$ cat config.mk
export PLATFORM = sky130hd
export DESIGN_NAME = ppu_vram_arbiter
export DESIGN_NICKNAME = d
export VERILOG_FILES = /design/src/rtl/ppu_vram_arbiter.sv
export SDC_FILE = /design/constraint.sdc
export NUM_CORES = 1
export LEC_CHECK = 0
export ABC_AREA = 1
export CAP_MARGIN = 30
export CORE_ASPECT_RATIO = 1.4
export CORE_MARGIN = 2
export CORE_UTILIZATION = 40
export CTS_CLUSTER_DIAMETER = 150
export DETAILED_ROUTE_END_ITERATION = 7
export PLACE_DENSITY_LB_ADDON = 0.08
export SLEW_MARGIN = 25
export SYNTH_ARGS = -nofsm -noshare
export SYNTH_HDL_FRONTEND = slang
export SYNTH_SLANG_ARGS = --single-unit
$ cat constraint.sdc
create_clock -name clk_in -period 2.7 [get_ports clk_in]
set_input_delay 0.81 -clock clk_in [delete_from_list [all_inputs] [get_ports clk_in]]
set_output_delay 0.81 -clock clk_in [all_outputs]
set_load 0.02 [all_outputs]
$ cat src/rtl/ppu_vram_arbiter.sv
// ----------------------------------------------------------------------------
// ppu_vram_arbiter
//
// Shares the single-port 8 KiB VRAM between the background/window fetcher,
// the sprite fetcher and the CPU bus. The owner is re-evaluated on every
// T-cycle strobe from the PPU mode and the BG fetcher's memory-busy claim.
// Each access is issued combinationally by the current owner. The read data
// returned one clock later is steered by a registered tag to the requester
// that issued it. While the LCD is on and the PPU is drawing (mode 3), CPU
// reads return 0xFF, CPU writes are dropped, and a saturating counter records
// every refused CPU access.
//
// Ports
//   clk_in, rst_n_in         system clock, asynchronous active-low reset
//   tclk_in                  T-cycle strobe (one clk_in wide), owner update
//   lcd_on_in, ppu_mode_in   LCDC.7 and current PPU mode
//   bg_*                     BG fetcher address/request/busy, data/valid out
//   spr_*                    sprite fetcher address/request, data/valid out
//   cpu_*                    CPU address, rd/wr pulses, write data, read data
//                            and a one-clock read-done pulse
//   vram_*                   VRAM address/write-enable/write-data out and
//                            read data in (valid one clock after the address)
//   owner_out                current owner: 0 CPU, 1 BG, 2 SPR
//   cpu_blocked_count_out    saturating count of refused CPU accesses
// ----------------------------------------------------------------------------
module ppu_vram_arbiter #(
  parameter logic [15:0] VRAM_BASE   = 16'h8000,
  parameter int unsigned VRAM_DEPTH  = 32'd8192,
  parameter int unsigned BLOCK_CNT_W = 32'd8,
  localparam int unsigned AW         = $clog2(VRAM_DEPTH)
) (
  input  logic                   clk_in,
  input  logic                   rst_n_in,
  input  logic                   tclk_in,
  input  logic                   lcd_on_in,
  input  logic [1:0]             ppu_mode_in,
  input  logic [15:0]            bg_addr_in,
  input  logic                   bg_addr_valid_in,
  input  logic                   bg_mem_busy_in,
  output logic [7:0]             bg_data_out,
  output logic                   bg_data_valid_out,
  input  logic [15:0]            spr_addr_in,
  input  logic                   spr_addr_valid_in,
  output logic [7:0]             spr_data_out,
  output logic                   spr_data_valid_out,
  input  logic [15:0]            cpu_addr_in,
  input  logic                   cpu_rd_in,
  input  logic                   cpu_wr_in,
  input  logic [7:0]             cpu_wdata_in,
  output logic [7:0]             cpu_rdata_out,
  output logic                   cpu_rdata_valid_out,
  output logic [AW-1:0]          vram_addr_out,
  output logic                   vram_we_out,
  output logic [7:0]             vram_wdata_out,
  input  logic [7:0]             vram_rdata_in,
  output logic [1:0]             owner_out,
  output logic [BLOCK_CNT_W-1:0] cpu_blocked_count_out
);

  typedef enum logic [1:0] {
    OWN_CPU = 2'd0,
    OWN_BG  = 2'd1,
    OWN_SPR = 2'd2
  } owner_e;

  // The tag names the requester whose read is in flight. TAG_NONE means that
  // nothing returns on the next clock.
  typedef enum logic [1:0] {
    TAG_NONE = 2'd0,
    TAG_CPU  = 2'd1,
    TAG_BG   = 2'd2,
    TAG_SPR  = 2'd3
  } tag_e;

  // The range bounds are held on 17 bits so that BASE + DEPTH cannot wrap.
  localparam logic [16:0] BASE_EXT  = {1'b0, VRAM_BASE};
  localparam logic [16:0] LIMIT_EXT = BASE_EXT + 17'(VRAM_DEPTH);
  localparam logic [BLOCK_CNT_W-1:0] CNT_MAX = {BLOCK_CNT_W{1'b1}};

  function automatic logic in_range(input logic [15:0] addr);
    return ({1'b0, addr} >= BASE_EXT) && ({1'b0, addr} < LIMIT_EXT);
  endfunction

  function automatic logic [AW-1:0] vram_offset(input logic [15:0] addr);
    return AW'(addr - VRAM_BASE);
  endfunction

  owner_e                 owner_q, owner_d;
  tag_e                   tag_q, tag_d;
  logic [7:0]             bg_data_q, bg_data_d;
  logic                   bg_valid_q, bg_valid_d;
  logic [15:0]            bg_req_addr_q, bg_req_addr_d;
  logic [7:0]             spr_data_q, spr_data_d;
  logic                   spr_valid_q, spr_valid_d;
  logic [15:0]            spr_req_addr_q, spr_req_addr_d;
  logic [7:0]             cpu_rdata_q, cpu_rdata_d;
  logic                   cpu_valid_q, cpu_valid_d;
  logic [BLOCK_CNT_W-1:0] blk_cnt_q, blk_cnt_d;

  logic [AW-1:0] vram_addr_s;
  logic          vram_we_s;
  logic [7:0]    vram_wdata_s;
  logic          cpu_lock_s;
  logic          cpu_in_range_s;
  logic          bg_in_range_s;
  logic          spr_in_range_s;
  logic          cpu_access_s;
  logic          cpu_denied_s;
  logic          cpu_blk_rd_s;

  assign cpu_lock_s     = lcd_on_in && (ppu_mode_in == 2'd3);
  assign cpu_in_range_s = in_range(cpu_addr_in);
  assign bg_in_range_s  = in_range(bg_addr_in);
  assign spr_in_range_s = in_range(spr_addr_in);
  assign cpu_access_s   = (cpu_rd_in || cpu_wr_in) && cpu_in_range_s;
  // An in-range CPU access is refused during the mode-3 lockout. It is also
  // refused while a fetcher still owns VRAM, which can happen until the next
  // tclk after the lockout ends. Both cases answer the CPU the same way.
  assign cpu_denied_s   = cpu_lock_s || (owner_q != OWN_CPU);
  // When a read and a write arrive together, the write wins and no read data
  // returns, even when the write itself is refused.
  assign cpu_blk_rd_s   = cpu_access_s && cpu_denied_s && cpu_rd_in && !cpu_wr_in;

  // Ownership next state, which changes only on a T-cycle strobe.
  always_comb begin
    owner_d = owner_q;
    if (tclk_in) begin
      if (!lcd_on_in || (ppu_mode_in != 2'd3)) begin
        owner_d = OWN_CPU;
      end else if (bg_mem_busy_in) begin
        owner_d = OWN_BG;
      end else begin
        owner_d = OWN_SPR;
      end
    end else begin
      owner_d = owner_q;
    end
  end

  // Issue the current owner's access to VRAM and tag any read for the return.
  always_comb begin
    vram_addr_s  = '0;
    vram_we_s    = 1'b0;
    vram_wdata_s = 8'h00;
    tag_d        = TAG_NONE;
    case (owner_q)
      OWN_BG: begin
        if (bg_addr_valid_in && bg_in_range_s) begin
          vram_addr_s = vram_offset(bg_addr_in);
          tag_d       = TAG_BG;
        end else begin
          tag_d = TAG_NONE;
        end
      end
      OWN_SPR: begin
        if (spr_addr_valid_in && spr_in_range_s) begin
          vram_addr_s = vram_offset(spr_addr_in);
          tag_d       = TAG_SPR;
        end else begin
          tag_d = TAG_NONE;
        end
      end
      OWN_CPU: begin
        if (cpu_lock_s) begin
          tag_d = TAG_NONE;
        end else if (cpu_wr_in && cpu_in_range_s) begin
          vram_addr_s  = vram_offset(cpu_addr_in);
          vram_we_s    = 1'b1;
          vram_wdata_s = cpu_wdata_in;
        end else if (cpu_rd_in && cpu_in_range_s) begin
          vram_addr_s = vram_offset(cpu_addr_in);
          tag_d       = TAG_CPU;
        end else begin
          tag_d = TAG_NONE;
        end
      end
      default: begin
        tag_d = TAG_NONE;
      end
    endcase
  end

  // Fetcher return path. The valid flag is held only while the fetcher keeps
  // presenting the address that the data belongs to.
  always_comb begin
    bg_data_d      = bg_data_q;
    bg_valid_d     = bg_valid_q;
    bg_req_addr_d  = bg_req_addr_q;
    spr_data_d     = spr_data_q;
    spr_valid_d    = spr_valid_q;
    spr_req_addr_d = spr_req_addr_q;

    if (tag_d == TAG_BG) begin
      bg_req_addr_d = bg_addr_in;
    end else begin
      bg_req_addr_d = bg_req_addr_q;
    end
    if (tag_d == TAG_SPR) begin
      spr_req_addr_d = spr_addr_in;
    end else begin
      spr_req_addr_d = spr_req_addr_q;
    end

    if (tag_q == TAG_BG) begin
      bg_data_d  = vram_rdata_in;
      bg_valid_d = bg_addr_valid_in && (bg_addr_in == bg_req_addr_q);
    end else if (!bg_addr_valid_in || (bg_addr_in != bg_req_addr_q)) begin
      bg_valid_d = 1'b0;
    end else begin
      bg_valid_d = bg_valid_q;
    end

    if (tag_q == TAG_SPR) begin
      spr_data_d  = vram_rdata_in;
      spr_valid_d = spr_addr_valid_in && (spr_addr_in == spr_req_addr_q);
    end else if (!spr_addr_valid_in || (spr_addr_in != spr_req_addr_q)) begin
      spr_valid_d = 1'b0;
    end else begin
      spr_valid_d = spr_valid_q;
    end
  end

  // CPU return path and the saturating counter of refused accesses.
  always_comb begin
    cpu_rdata_d = cpu_rdata_q;
    cpu_valid_d = 1'b0;
    blk_cnt_d   = blk_cnt_q;

    // A VRAM return takes priority over a refused-read answer in the same clock.
    if (tag_q == TAG_CPU) begin
      cpu_rdata_d = vram_rdata_in;
      cpu_valid_d = 1'b1;
    end else if (cpu_blk_rd_s) begin
      cpu_rdata_d = 8'hFF;
      cpu_valid_d = 1'b1;
    end else begin
      cpu_rdata_d = cpu_rdata_q;
      cpu_valid_d = 1'b0;
    end

    if (cpu_access_s && cpu_denied_s && (blk_cnt_q != CNT_MAX)) begin
      blk_cnt_d = blk_cnt_q + BLOCK_CNT_W'(1);
    end else begin
      blk_cnt_d = blk_cnt_q;
    end
  end

  // State registers, cleared asynchronously.
  always_ff @(posedge clk_in or negedge rst_n_in) begin
    if (!rst_n_in) begin
      owner_q        <= OWN_CPU;
      tag_q          <= TAG_NONE;
      bg_data_q      <= 8'h00;
      bg_valid_q     <= 1'b0;
      bg_req_addr_q  <= 16'h0000;
      spr_data_q     <= 8'h00;
      spr_valid_q    <= 1'b0;
      spr_req_addr_q <= 16'h0000;
      cpu_rdata_q    <= 8'h00;
      cpu_valid_q    <= 1'b0;
      blk_cnt_q      <= '0;
    end else begin
      owner_q        <= owner_d;
      tag_q          <= tag_d;
      bg_data_q      <= bg_data_d;
      bg_valid_q     <= bg_valid_d;
      bg_req_addr_q  <= bg_req_addr_d;
      spr_data_q     <= spr_data_d;
      spr_valid_q    <= spr_valid_d;
      spr_req_addr_q <= spr_req_addr_d;
      cpu_rdata_q    <= cpu_rdata_d;
      cpu_valid_q    <= cpu_valid_d;
      blk_cnt_q      <= blk_cnt_d;
    end
  end

  assign bg_data_out           = bg_data_q;
  assign bg_data_valid_out     = bg_valid_q;
  assign spr_data_out          = spr_data_q;
  assign spr_data_valid_out    = spr_valid_q;
  assign cpu_rdata_out         = cpu_rdata_q;
  assign cpu_rdata_valid_out   = cpu_valid_q;
  assign vram_addr_out         = vram_addr_s;
  assign vram_we_out           = vram_we_s;
  assign vram_wdata_out        = vram_wdata_s;
  assign owner_out             = owner_q;
  assign cpu_blocked_count_out = blk_cnt_q;

endmodule

==> summary.md, run 1 <==
| Metric | Value |
|---|---|
| Overflow left after global routing | 0 |
| Max FO, Critical Path | 7 |
| Share of the yosys chip area belonging to registers | 48.7% |
| TritonCTS Buffers | 9 |
| Initial antenna violation count | 0 |
| Gr usage total | 23.5% |
| Final period utilization | 99.0% |
| Worst setup SP type | input pin |
| Nets | 762 |
| Delay-heaviest family, CP | buffers and inverters |
| Critical Path End Type | output port |
| Crit path time final | 2.67 ns |
| Max Fclk | 374 MHz |
| First-pass GRT wire length | 18000 microns |
| Worst setup margin | 0.0264 ns |
| Cells after synthesis | 493 |
| Worst-Margin Slew | 0.565 ns |
| Max incr delay on CP | 0.24 ns |
| I/O pin count | 134 |
| Total power | 3.53 mW |
| Starting Density | 40.8% |
| Routability cong. | 0.890 |
| Cell Area, Synth | 3640 sq um |
| Drt initial violations | 215 |
| Routed vias/inst | 4.80 |
| Max-cap viol count | 0 |
| Worst EP required | 1.89 ns |
| Die Y | 117 microns |
| DR WL/cell | 14.5 microns |
| Core ar. | 8930 sq um |
| Diode count | 0 |
| Hold_buf cts | 0 |
| Peak VDD IR | 0.486 mV |
| Die ar. | 9900 sq um |
| Yosys reg bits | 71 |
| Hpwl dp | 7990 microns |
| FILL cells | 736 |
| Worst Setup Slack post-DPL | -0.862 ns |
| RSZ-0062 raised after global routing | false |
| Largest net degree at the start of global routing | 42 |
| Vias | 3834 |
| CP most frequent cell | nand2_4 |
| TritonCTS clock tree | done |
| Mean Syn Cell Area | 7.39 sq um |
| Worst hold path class | input pin to async pin |
| Critical path class | input pin to output port |
| Root Buffer | clkbuf_16 |
| Final hold vios | 0 |
| CP max-delay cell | dlygate4sd2_1 |
| Outcome | complete, no violations |
| Max-slew violations | 0 |
| Die width | 84.7 microns |
| Area Growth Syn to Fin | 67.8% |
| Layout cell share with drive strength beyond 1 | 24.9% |
| Worst-path cell chain | dlygate4sd2_1 > or2_4 > nand2_4 > nor2_4 > buf_12 > nand2_4 > nand3_2 > buf_6 |
| CTS Buffer Depth | 2 |
| Core Util, Final | 68.5% |
| DRT Wirelength | 11600 microns |
| DRT Pass-1 Iters | 4 |
| Worst EP arrival | 1.86 ns |
| WHS | 0.451 ns |
| Synth unique cells | 29 |
| Headroom to the max-slew limit | 62.3% |
| Synthesized net count | 569 |
| Sink Count | 71 |
| DRC Markers | 0 |
| Worst path buffer plus inverter count | 3 |
| Clock Latency Late Sink | 0.34 ns |
| Power density over the cells | 576 nW/um^2 |
| Synth warn | 0 |
| Setup_tns | 0 ns |
| Cell Rows | 41 |
| Final Setup Violations | 0 |
| I/O Buffers | 133 |
| Clk slew on worst S/H paths | 0.07 ns |
| P_leak | 3.35 nW |
| Max Clock Skew | 0.00815 ns |
| Vias in the first global route | 3730 |
| H-tree depth | 3 |
| Final ANT Viol Nets | 0 |
-- routing by layer --
layer / GRT usage, % / part of all wire (%) / vias up
met4: 10.9 / 3.2 / 0
met2: 41.8 / 52 / 108
met1: 27.2 / 40 / 1794
li1: - / - / 1900
met3: 4.91 / 4.9 / 32
met5: 0 / 0 / -
-- worst paths after layout --
| check | startpoint | end | slack [ns] | cells after the start |
|---|---|---|---|---|
| max | cpu_wr_in | vram_addr_out[6] | 0.03 | 8 |
| min | rst_n_in | bg_req_addr_q[4] | 0.45 | 1 |
| max reg2reg | owner_out[1] | bg_req_addr_q[6] | 0.94 | 8 |
| min reg2reg | spr_req_addr_q[13] | spr_req_addr_q[13] | 0.47 | 2 |
| max in group asynchronous | rst_n_in | bg_req_addr_q[2] | 1.65 | 2 |
| min in group clk_in | spr_req_addr_q[13] | spr_req_addr_q[13] | 0.47 | 2 |
-- area by class of cell --
type                       instances  area [sq um]  area share, %
clock buffer                       9           225           3.68
clock inverter                     7          61.3           1.00
inverter                          77           292           4.77
multi-input combinational        336          1800           29.5
sequential                        71          1780           29.0
tap                              107           134           2.19
timing repair buffer             191          1820           29.8
-- stage by stage --
step / area (sq um) / instances
after floorplan: 3640 / 493
after global placement: 5430 / 768
after detailed placement: 5430 / 768
after CTS: 6120 / 797
after global routing: 6120 / 798
final: 6120 / 798
-- flip-flops by register name (all words and copies together) (netlist names) --
name / flops
bg_req_addr_q: 16
spr_req_addr_q: 16
bg_data_out: 8
cpu_blocked_count_out: 8
cpu_rdata_out: 8
spr_data_out: 8
owner_out: 2
tag_q: 2
bg_data_valid_out: 1
cpu_rdata_valid_out: 1
spr_data_valid_out: 1
-- kinds of logic after synthesis --
family	count (synthesis)	share of synthesized area, %
AOI/OAI and AO/OA	51	7.52
xor gates and xnor gates	11	2.64
adders and majority gates	1	0.343
buffers and inverters	86	9.54
DFF	71	48.7
and+or+nand+nor	273	31.2
-- power breakdown --
| part | total, mW | switching [mW] | internal, mW |
|---|---|---|---|
| sequential | 1.37 | 0.119 | 1.26 |
| combinational | 1.01 | 0.515 | 0.492 |
| clock | 1.14 | 0.506 | 0.639 |
| total | 3.53 | 1.14 | 2.39 |
-- repair_timing --
| item | 4_1_cts | 5_1_grt |
|---|---|---|
| resized for setup | 229 | 14 |
| gates cloned | 5 | 0 |
| pin swaps | 18 | 13 |
| endpoints found under the hold margin | 0 | 0 |
| setup buffers | 8 | 3 |
| endpoints found under the setup margin | 22 | 19 |
-- synth_stat cells --
cell type    n  area share (%)
nand2_2      2            0.34
or2_1        1            0.17
nor2_1      33             3.4
nand3_2      3            0.82
or2_2        1            0.17
inv_2        4            0.41
nor3_4       1            0.45
o211ai_1     1            0.21
dfrtp_1     71              49
buf_2        2            0.27
nand3_1     28             3.8
nand2_1    193              20
nor2_2       5            0.86
nor3_1       1            0.14
nand4_1      3            0.51
buf_6        1            0.31
inv_1       73             7.5
xor2_1       3            0.72
o21ai_0     36             4.9
ha_1         1            0.34
a21oi_1      2            0.27
o21ai_2      2            0.48
nor2_4       1            0.31
o21ai_1      3            0.41
clkbuf_1     2            0.21
buf_4        4            0.82
xnor2_1      8             1.9
nand2_4      1            0.31
o22ai_1      7             1.2
-- placed cells by master (no fill, tap or decap), types with 6 or more instances in the layout --
cell type / count
o22ai_1: 7
inv_2: 6
clkdlybuf4s50_1: 94
inv_1: 70
nand2_1: 168
nand3_1: 13
buf_2: 16
nand2_2: 7
nand3_2: 16
buf_6: 19
o21ai_0: 36
xnor2_1: 8
dfrtp_1: 71
buf_4: 48
nor2_1: 32
clkbuf_16: 9
nand2_4: 21
-- worst register-to-register path: cells and delay by family (launching register included) --
kind / cells / cell delay (ns)
and+or+nand+nor: 3 / 0.43
buffers and inverters: 5 / 0.77
DFF: 1 / 0.45
Power figures use the tool's default switching activity.
==> inputs of run 2 (changes only) <==
CTS_BUF_LIST = sky130_fd_sc_hd__clkbuf_8 sky130_fd_sc_hd__clkbuf_16   (was default)
HOLD_SLACK_MARGIN = 0.03   (was default)
clock period = 2.9 ns   (was 2.7 ns; I/O delays follow)
==> run 2 against run 1 <==
Effect of this change: power is 5.2% lower; global-route usage decreased by 0.66 points; combinational power down 8%; final cell count is 0.13% lower; clock power about the same; via count is 0.63% lower; sequential share of layout area up 0.21 points; setup slack better by 0.0093 ns; critical path type unchanged; sequential power is 7% lower.
==> summary.md, run 2 (synthesis gave the netlist of run 1 again) <==
| Metric | Value |
|---|---|
| Outcome | complete, no violations |
| DR WL/cell | 14.1 microns (-2.4%) |
| Most frequent cells in the layout | nand2_1, clkdlybuf4s50_1, dfrtp_1 |
| # placed instances | 766 (-0.26%) |
| CP most frequent cell | nand3_2 |
| Largest net degree at the start of global routing | 72 (+71%) |
| Hpwl dp | 7870 microns (-1.5%) |
| Vias in the first global route | 3754 (+0.64%) |
| Max Fclk | 349 MHz |
| Final period utilization | 98.8% |
| Peak VDD IR | 0.453 mV (-6.9%) |
| Delay-heaviest family, CP | buffers and inverters |
| Overflow left after global routing | 0 (unchanged) |
| Commonest non-fill, non-tap cell in the layout | nand2_1 |
| Max-slew violations | 0 (unchanged) |
| Routed length on met1 | 4600 microns (+0.52%) |
| Initial antenna violation count | 0 (unchanged) |
| Routed vias/inst | 4.78 (-0.50%) |
| CTS Buffer Depth | 2 (unchanged) |
| Layout cell share with drive strength beyond 1 | 23.0% (-1.8 points) |
| Metal3 WL | 527 microns (-6.9%) |
| Headroom to the max-slew limit | 67.3% (+5.0 points) |
| Diode count | 0 (unchanged) |
| Met2 Wirelength | 5770 microns (-4.6%) |
| Worst EP arrival | 1.99 ns (+0.13 ns) |
| DRC Markers | 0 (unchanged) |
| TritonCTS Buffers | 9 (unchanged) |
| Routability cong. | 0.874 (-1.8%) |
| Clock Latency Late Sink | 0.34 ns (about the same) |
| Worst EP required | 2.03 ns (+0.14 ns) |
| Core ar. | 8930 sq um (unchanged) |
| Max FO, Critical Path | 4 (-3) |
| First-pass GRT wire length | 17700 microns (-1.6%) |
| Worst setup SP type | input pin |
| DRT Pass-1 Iters | 5 (+1) |
| Drt initial violations | 144 (-33%) |
| DRT Wirelength | 11300 microns (-2.5%) |
| Total power | 3.34 mW (-5.2%) |
| WHS | 0.463 ns (+0.0123 ns) |
| Clk slew on worst S/H paths | 0.06 ns (about the same) |
| H-tree depth | 3 (unchanged) |
| Critical Path End Type | output port |
| Gr usage total | 22.9% (-0.66 points) |
| Max Clock Skew | 0.00541 ns (-0.00274 ns) |
| I/O pin count | 134 (unchanged) |
| Critical path class | input pin to output port |
| Sink Count | 71 (unchanged) |
| Final Setup Violations | 0 (unchanged) |
| Final hold vios | 0 (unchanged) |
| Area Growth Syn to Fin | 66.6% |
| Post-route cell area | 6070 sq um (-0.72%) |
| TritonCTS clock tree | done |
| Largest registers | bg_req_addr_q x16, spr_req_addr_q x16 |
| Die ar. | 9900 sq um (unchanged) |
| I/O Buffers | 133 (unchanged) |
| Crit path time final | 2.86 ns |
| Max-cap viol count | 0 (unchanged) |
| Max incr delay on CP | 0.22 ns (-0.02 ns) |
| Worst setup margin | 0.0356 ns (+0.00926 ns) |
| Cell Rows | 41 (unchanged) |
| Worst-Margin Slew | 0.489 ns (-0.0764 ns) |
| Setup crit start | spr_addr_in[14] |
| Final Non-Filler Cells | 797 (-0.13%) |
| CP max-delay cell | nor3_2 |
| Die Y | 117 microns (unchanged) |
| Root Buffer | clkbuf_16 |
| Area post-placement | 5400 sq um (-0.51%) |
| Worst Setup Slack post-DPL | -0.718 ns (+0.144 ns) |
| Worst path buffer plus inverter count | 5 (+2) |
| Nets | 761 (-0.13%) |
| Worst-path cell chain | clkdlybuf4s15_1 > nor3_2 > nand3_2 > inv_4 > buf_12 > buf_16 > nand2_2 > nand3_2 > buf_6 |
| Starting Density | 40.8% (unchanged) |
| Final ANT Viol Nets | 0 (unchanged) |
| RR Startpoint | owner_out[1] |
| Power density over the cells | 550 nW/um^2 (-4.6%) |
| P_leak | 3.23 nW (-3.4%) |
| Die width | 84.7 microns (unchanged) |
| Worst hold path class | input pin to async pin |
| Top Metal Used | met4 |
| Vias | 3810 (-0.63%) |
## run 2: timing repair
action	4_1_cts	5_1_grt
pin swaps	14	10
setup endpoints to repair	22	22
buffers inserted	10	3
endpoints found under the hold margin	0	0
cloned	4	0
resized for setup	149	49
hold buffers	0	0
## run 2: final timing paths
path / endpoint / slack, ns / cells after the start
min: bg_req_addr_q[4] / 0.46 / 1
min reg2reg: spr_req_addr_q[13] / 0.46 / 2
max in group asynchronous: bg_req_addr_q[13] / 1.87 / 2
min in group clk_in: spr_req_addr_q[13] / 0.46 / 2
max: vram_addr_out[8] / 0.04 / 9
max reg2reg: cpu_blocked_count_out[0] / 1.24 / 10
## run 2: final cells by class
type / count / area, sq um
Clock buffer: 9 / 225
Clock inverter: 7 / 81.3
Fill cell: 779 / 2850
Inverter: 77 / 292
Multi-Input combinational cell: 336 / 1720
Sequential cell: 71 / 1780
Tap cell: 107 / 134
Timing Repair Buffer: 190 / 1850
## run 2: metrics by stage
step	utilization (%)	TNS (ns)
after floorplan	-	0
after global placement	60.5	-12.88
after detailed placement	60.5	-13.53
after CTS	67.2	-0.0772
after global routing	68.0	-0.118
final	68.0	0
## run 2: per-layer routing
metal	up-vias	global-route usage, %
met2	106	39.3
met5	-	0
met4	0	10.9
met3	28	4.14
li1	1896	-
met1	1780	27.9
## run 2: power by group
part / switching (mW) / leakage (nW) / internal [mW] / total [mW]
logic: 0.472 / 2.25 / 0.460 / 0.932
clock network: 0.454 / 0.146 / 0.674 / 1.13
registers: 0.111 / 0.837 / 1.17 / 1.28
==> inputs of run 3 (changes only) <==
CAP_MARGIN = 10   (was 30)
==> run 3 against run 2 <==
Effect of this change: final cell count down 0.13%; combinational power is 0.6% lower; largest cell class unchanged; flip-flop and latch count unchanged; setup slack got worse by 0.0048 ns; highest routed layer unchanged; count of clock-buffer cells in the layout unchanged; worst hold slack improved by 0.0030 ns; global-route usage did not move.
==> summary.md, run 3 (synthesis gave the netlist of run 1 again) <==
| Metric | Value |
|---|---|
| Final period utilization | 98.9% (+0.16 points) |
| Nets | 760 (-0.13%) |
| Worst EP arrival | 2.00 ns (about the same) |
| Initial antenna violation count | 0 (unchanged) |
| TritonCTS Buffers | 9 (unchanged) |
| Crit path time final | 2.87 ns (+0.00478 ns) |
| Max Clock Skew | 0.00677 ns (+0.00136 ns) |
| Overflow left after global routing | 0 (unchanged) |
| Vias | 3787 (-0.60%) |
| Peak VDD IR | 0.453 mV (about the same) |
| Diode count | 0 (unchanged) |
| Worst-Margin Slew | 0.897 ns (+0.408 ns) |
| Hold depth | 2 |
| Core ar. | 8930 sq um (unchanged) |
| FF-to-FF path depth | 10 (unchanged) |
| Worst hold path class | flop to flop |
| Max-slew violations | 0 (unchanged) |
| Critical path class | input pin to output port |
| Hpwl dp | 7870 microns (unchanged) |
| P_leak | 3.21 nW (-0.55%) |
| Routability cong. | 0.874 (unchanged) |
| H-tree depth | 3 (unchanged) |
| Worst-path cell chain | clkdlybuf4s15_1 > nor3_2 > nand3_2 > inv_4 > buf_12 > buf_16 > nand2_2 > nand3_2 > buf_6 |
| Worst Setup Slack post-DPL | -0.718 ns (unchanged) |
| Cell Rows | 41 (unchanged) |
| R2R Path End | cpu_blocked_count_out[0] |
| Final ANT Viol Nets | 0 (unchanged) |
| Critical Path End Type | output port |
| Hold endpoint | spr_req_addr_q[13] |
| Largest registers | bg_req_addr_q x16, spr_req_addr_q x16 |
| RR Startpoint | owner_out[1] |
| Hold_buf cts | 0 (unchanged) |
| Largest net degree at the start of global routing | 72 (unchanged) |
| DRC Markers | 0 (unchanged) |
| Final hold vios | 0 (unchanged) |
| Sink Count | 71 (unchanged) |
| Root Buffer | clkbuf_16 |
| Layout cell share with drive strength beyond 1 | 22.9% (-0.11 points) |
| DRT Wirelength | 11100 microns (-1.2%) |
| Commonest non-fill, non-tap cell in the layout | nand2_1 |
| Headroom to the max-slew limit | 40.2% (-27 points) |
| TritonCTS clock tree | done |
| Most frequent cells in the layout | nand2_1, clkdlybuf4s50_1, dfrtp_1 |
| Clock Latency Late Sink | 0.34 ns (about the same) |
| WHS | 0.466 ns (+0.00305 ns) |
| Max-cap viol count | 0 (unchanged) |
| Starting Density | 40.8% (unchanged) |
| First-pass GRT wire length | 17700 microns (unchanged) |
| Area Growth Syn to Fin | 65.9% |
| CP most frequent cell | nand3_2 |
| I/O Buffers | 133 (unchanged) |
| Drt initial violations | 142 (-1.4%) |
| Post-route cell area | 6050 sq um (-0.41%) |
| Worst EP required | 2.03 ns (about the same) |
| # placed instances | 766 (unchanged) |
| Setup_tns | 0 ns (unchanged) |
| Max incr delay on CP | 0.23 ns (about the same) |
| Die width | 84.7 microns (unchanged) |
| Vias in the first global route | 3754 (unchanged) |
| Routed vias/inst | 4.76 (-0.48%) |
| Clk slew on worst S/H paths | 0.06 ns (about the same) |
| HP Start | spr_req_addr_q[13] |
| Flop-to-flop setup slack | 1.24 ns (about the same) |
| Final Non-Filler Cells | 796 (-0.13%) |
| Final Setup Violations | 0 (unchanged) |
| Power density over the cells | 552 nW/um^2 (+0.40%) |
| Max FO, Critical Path | 4 (unchanged) |
| CP max-delay cell | nor3_2 |
| Die ar. | 9900 sq um (unchanged) |
| Area post-placement | 5400 sq um (unchanged) |
| I/O pin count | 134 (unchanged) |
| Die Y | 117 microns (unchanged) |
| DR WL/cell | 14.0 microns (-1.1%) |
| Worst setup SP type | input pin |
| Gr usage total | 22.9% (unchanged) |
| Max Fclk | 349 MHz (-0.17%) |
| CTS Buffer Depth | 2 (unchanged) |
| Worst setup margin | 0.0308 ns (-0.00478 ns) |
| DRT Pass-1 Iters | 4 (-1) |
| Outcome | complete, no violations |
[run 3: changes by cell type in the layout (fill, tap and decap cells not counted)]
cell	change
buf_12	-1
nand2_2	+1
nand2_4	-1
[run 3: repair_timing]
action / in CTS / in global routing
gates cloned: 4 / 0
hold endpoints to repair: 0 / 0
endpoints found under the setup margin: 22 / 22
resized for setup: 149 / 48
pin swaps: 14 / 11
setup buffers: 10 / 3
[run 3: layer usage]
layer / wire [microns] / global-route usage, %
met1: 4600 / 27.9
met2: 5690 / 39.3
met3: 531 / 4.14
met4: 319 / 10.9
met5: 0 / 0
[run 3: cell type report]
| cell class | count | area, sq um |
|---|---|---|
| inverters | 77 | 292 |
| clock buffers | 9 | 225 |
| fillers | 784 | 2880 |
| multi-input cells | 336 | 1710 |
| repair buffers | 189 | 1830 |
| well taps | 107 | 134 |
| clock inverters | 7 | 81.3 |
| flip-flops and latches | 71 | 1780 |
[run 3: worst max path at each step]
stage                     from           endpoint  cells past startpoint
2_1_floorplan  cpu_addr_in[13]  vram_addr_out[10]                      8
3_3_place_gp   spr_addr_in[15]   vram_addr_out[4]                      9
3_5_place_dp   spr_addr_in[15]   vram_addr_out[4]                      9
4_1_cts         bg_addr_in[15]  vram_addr_out[12]                     10
5_1_grt        spr_addr_in[15]   vram_addr_out[8]                     10
6_report       spr_addr_in[14]   vram_addr_out[8]                      9
[run 3: power breakdown]
group / internal (mW) / switching [mW]
clock: 0.674 / 0.459
combinational: 0.457 / 0.469
sequential: 1.17 / 0.112
[run 3: per-stage QoR]
step | total power, mW | utilization, %
floorplan | 1.72 | -
global placement | 2.19 | 60.5
detailed placement | 2.20 | 60.5
CTS | 3.35 | 67.2
global route | 3.50 | 67.8
finish | 3.34 | 67.8
[run 3: critical path, delay by kind of cell]
kind	cells	cell delay [ns]
AND/OR/NAND/NOR	4	0.49
buffers and inverters	5	0.64
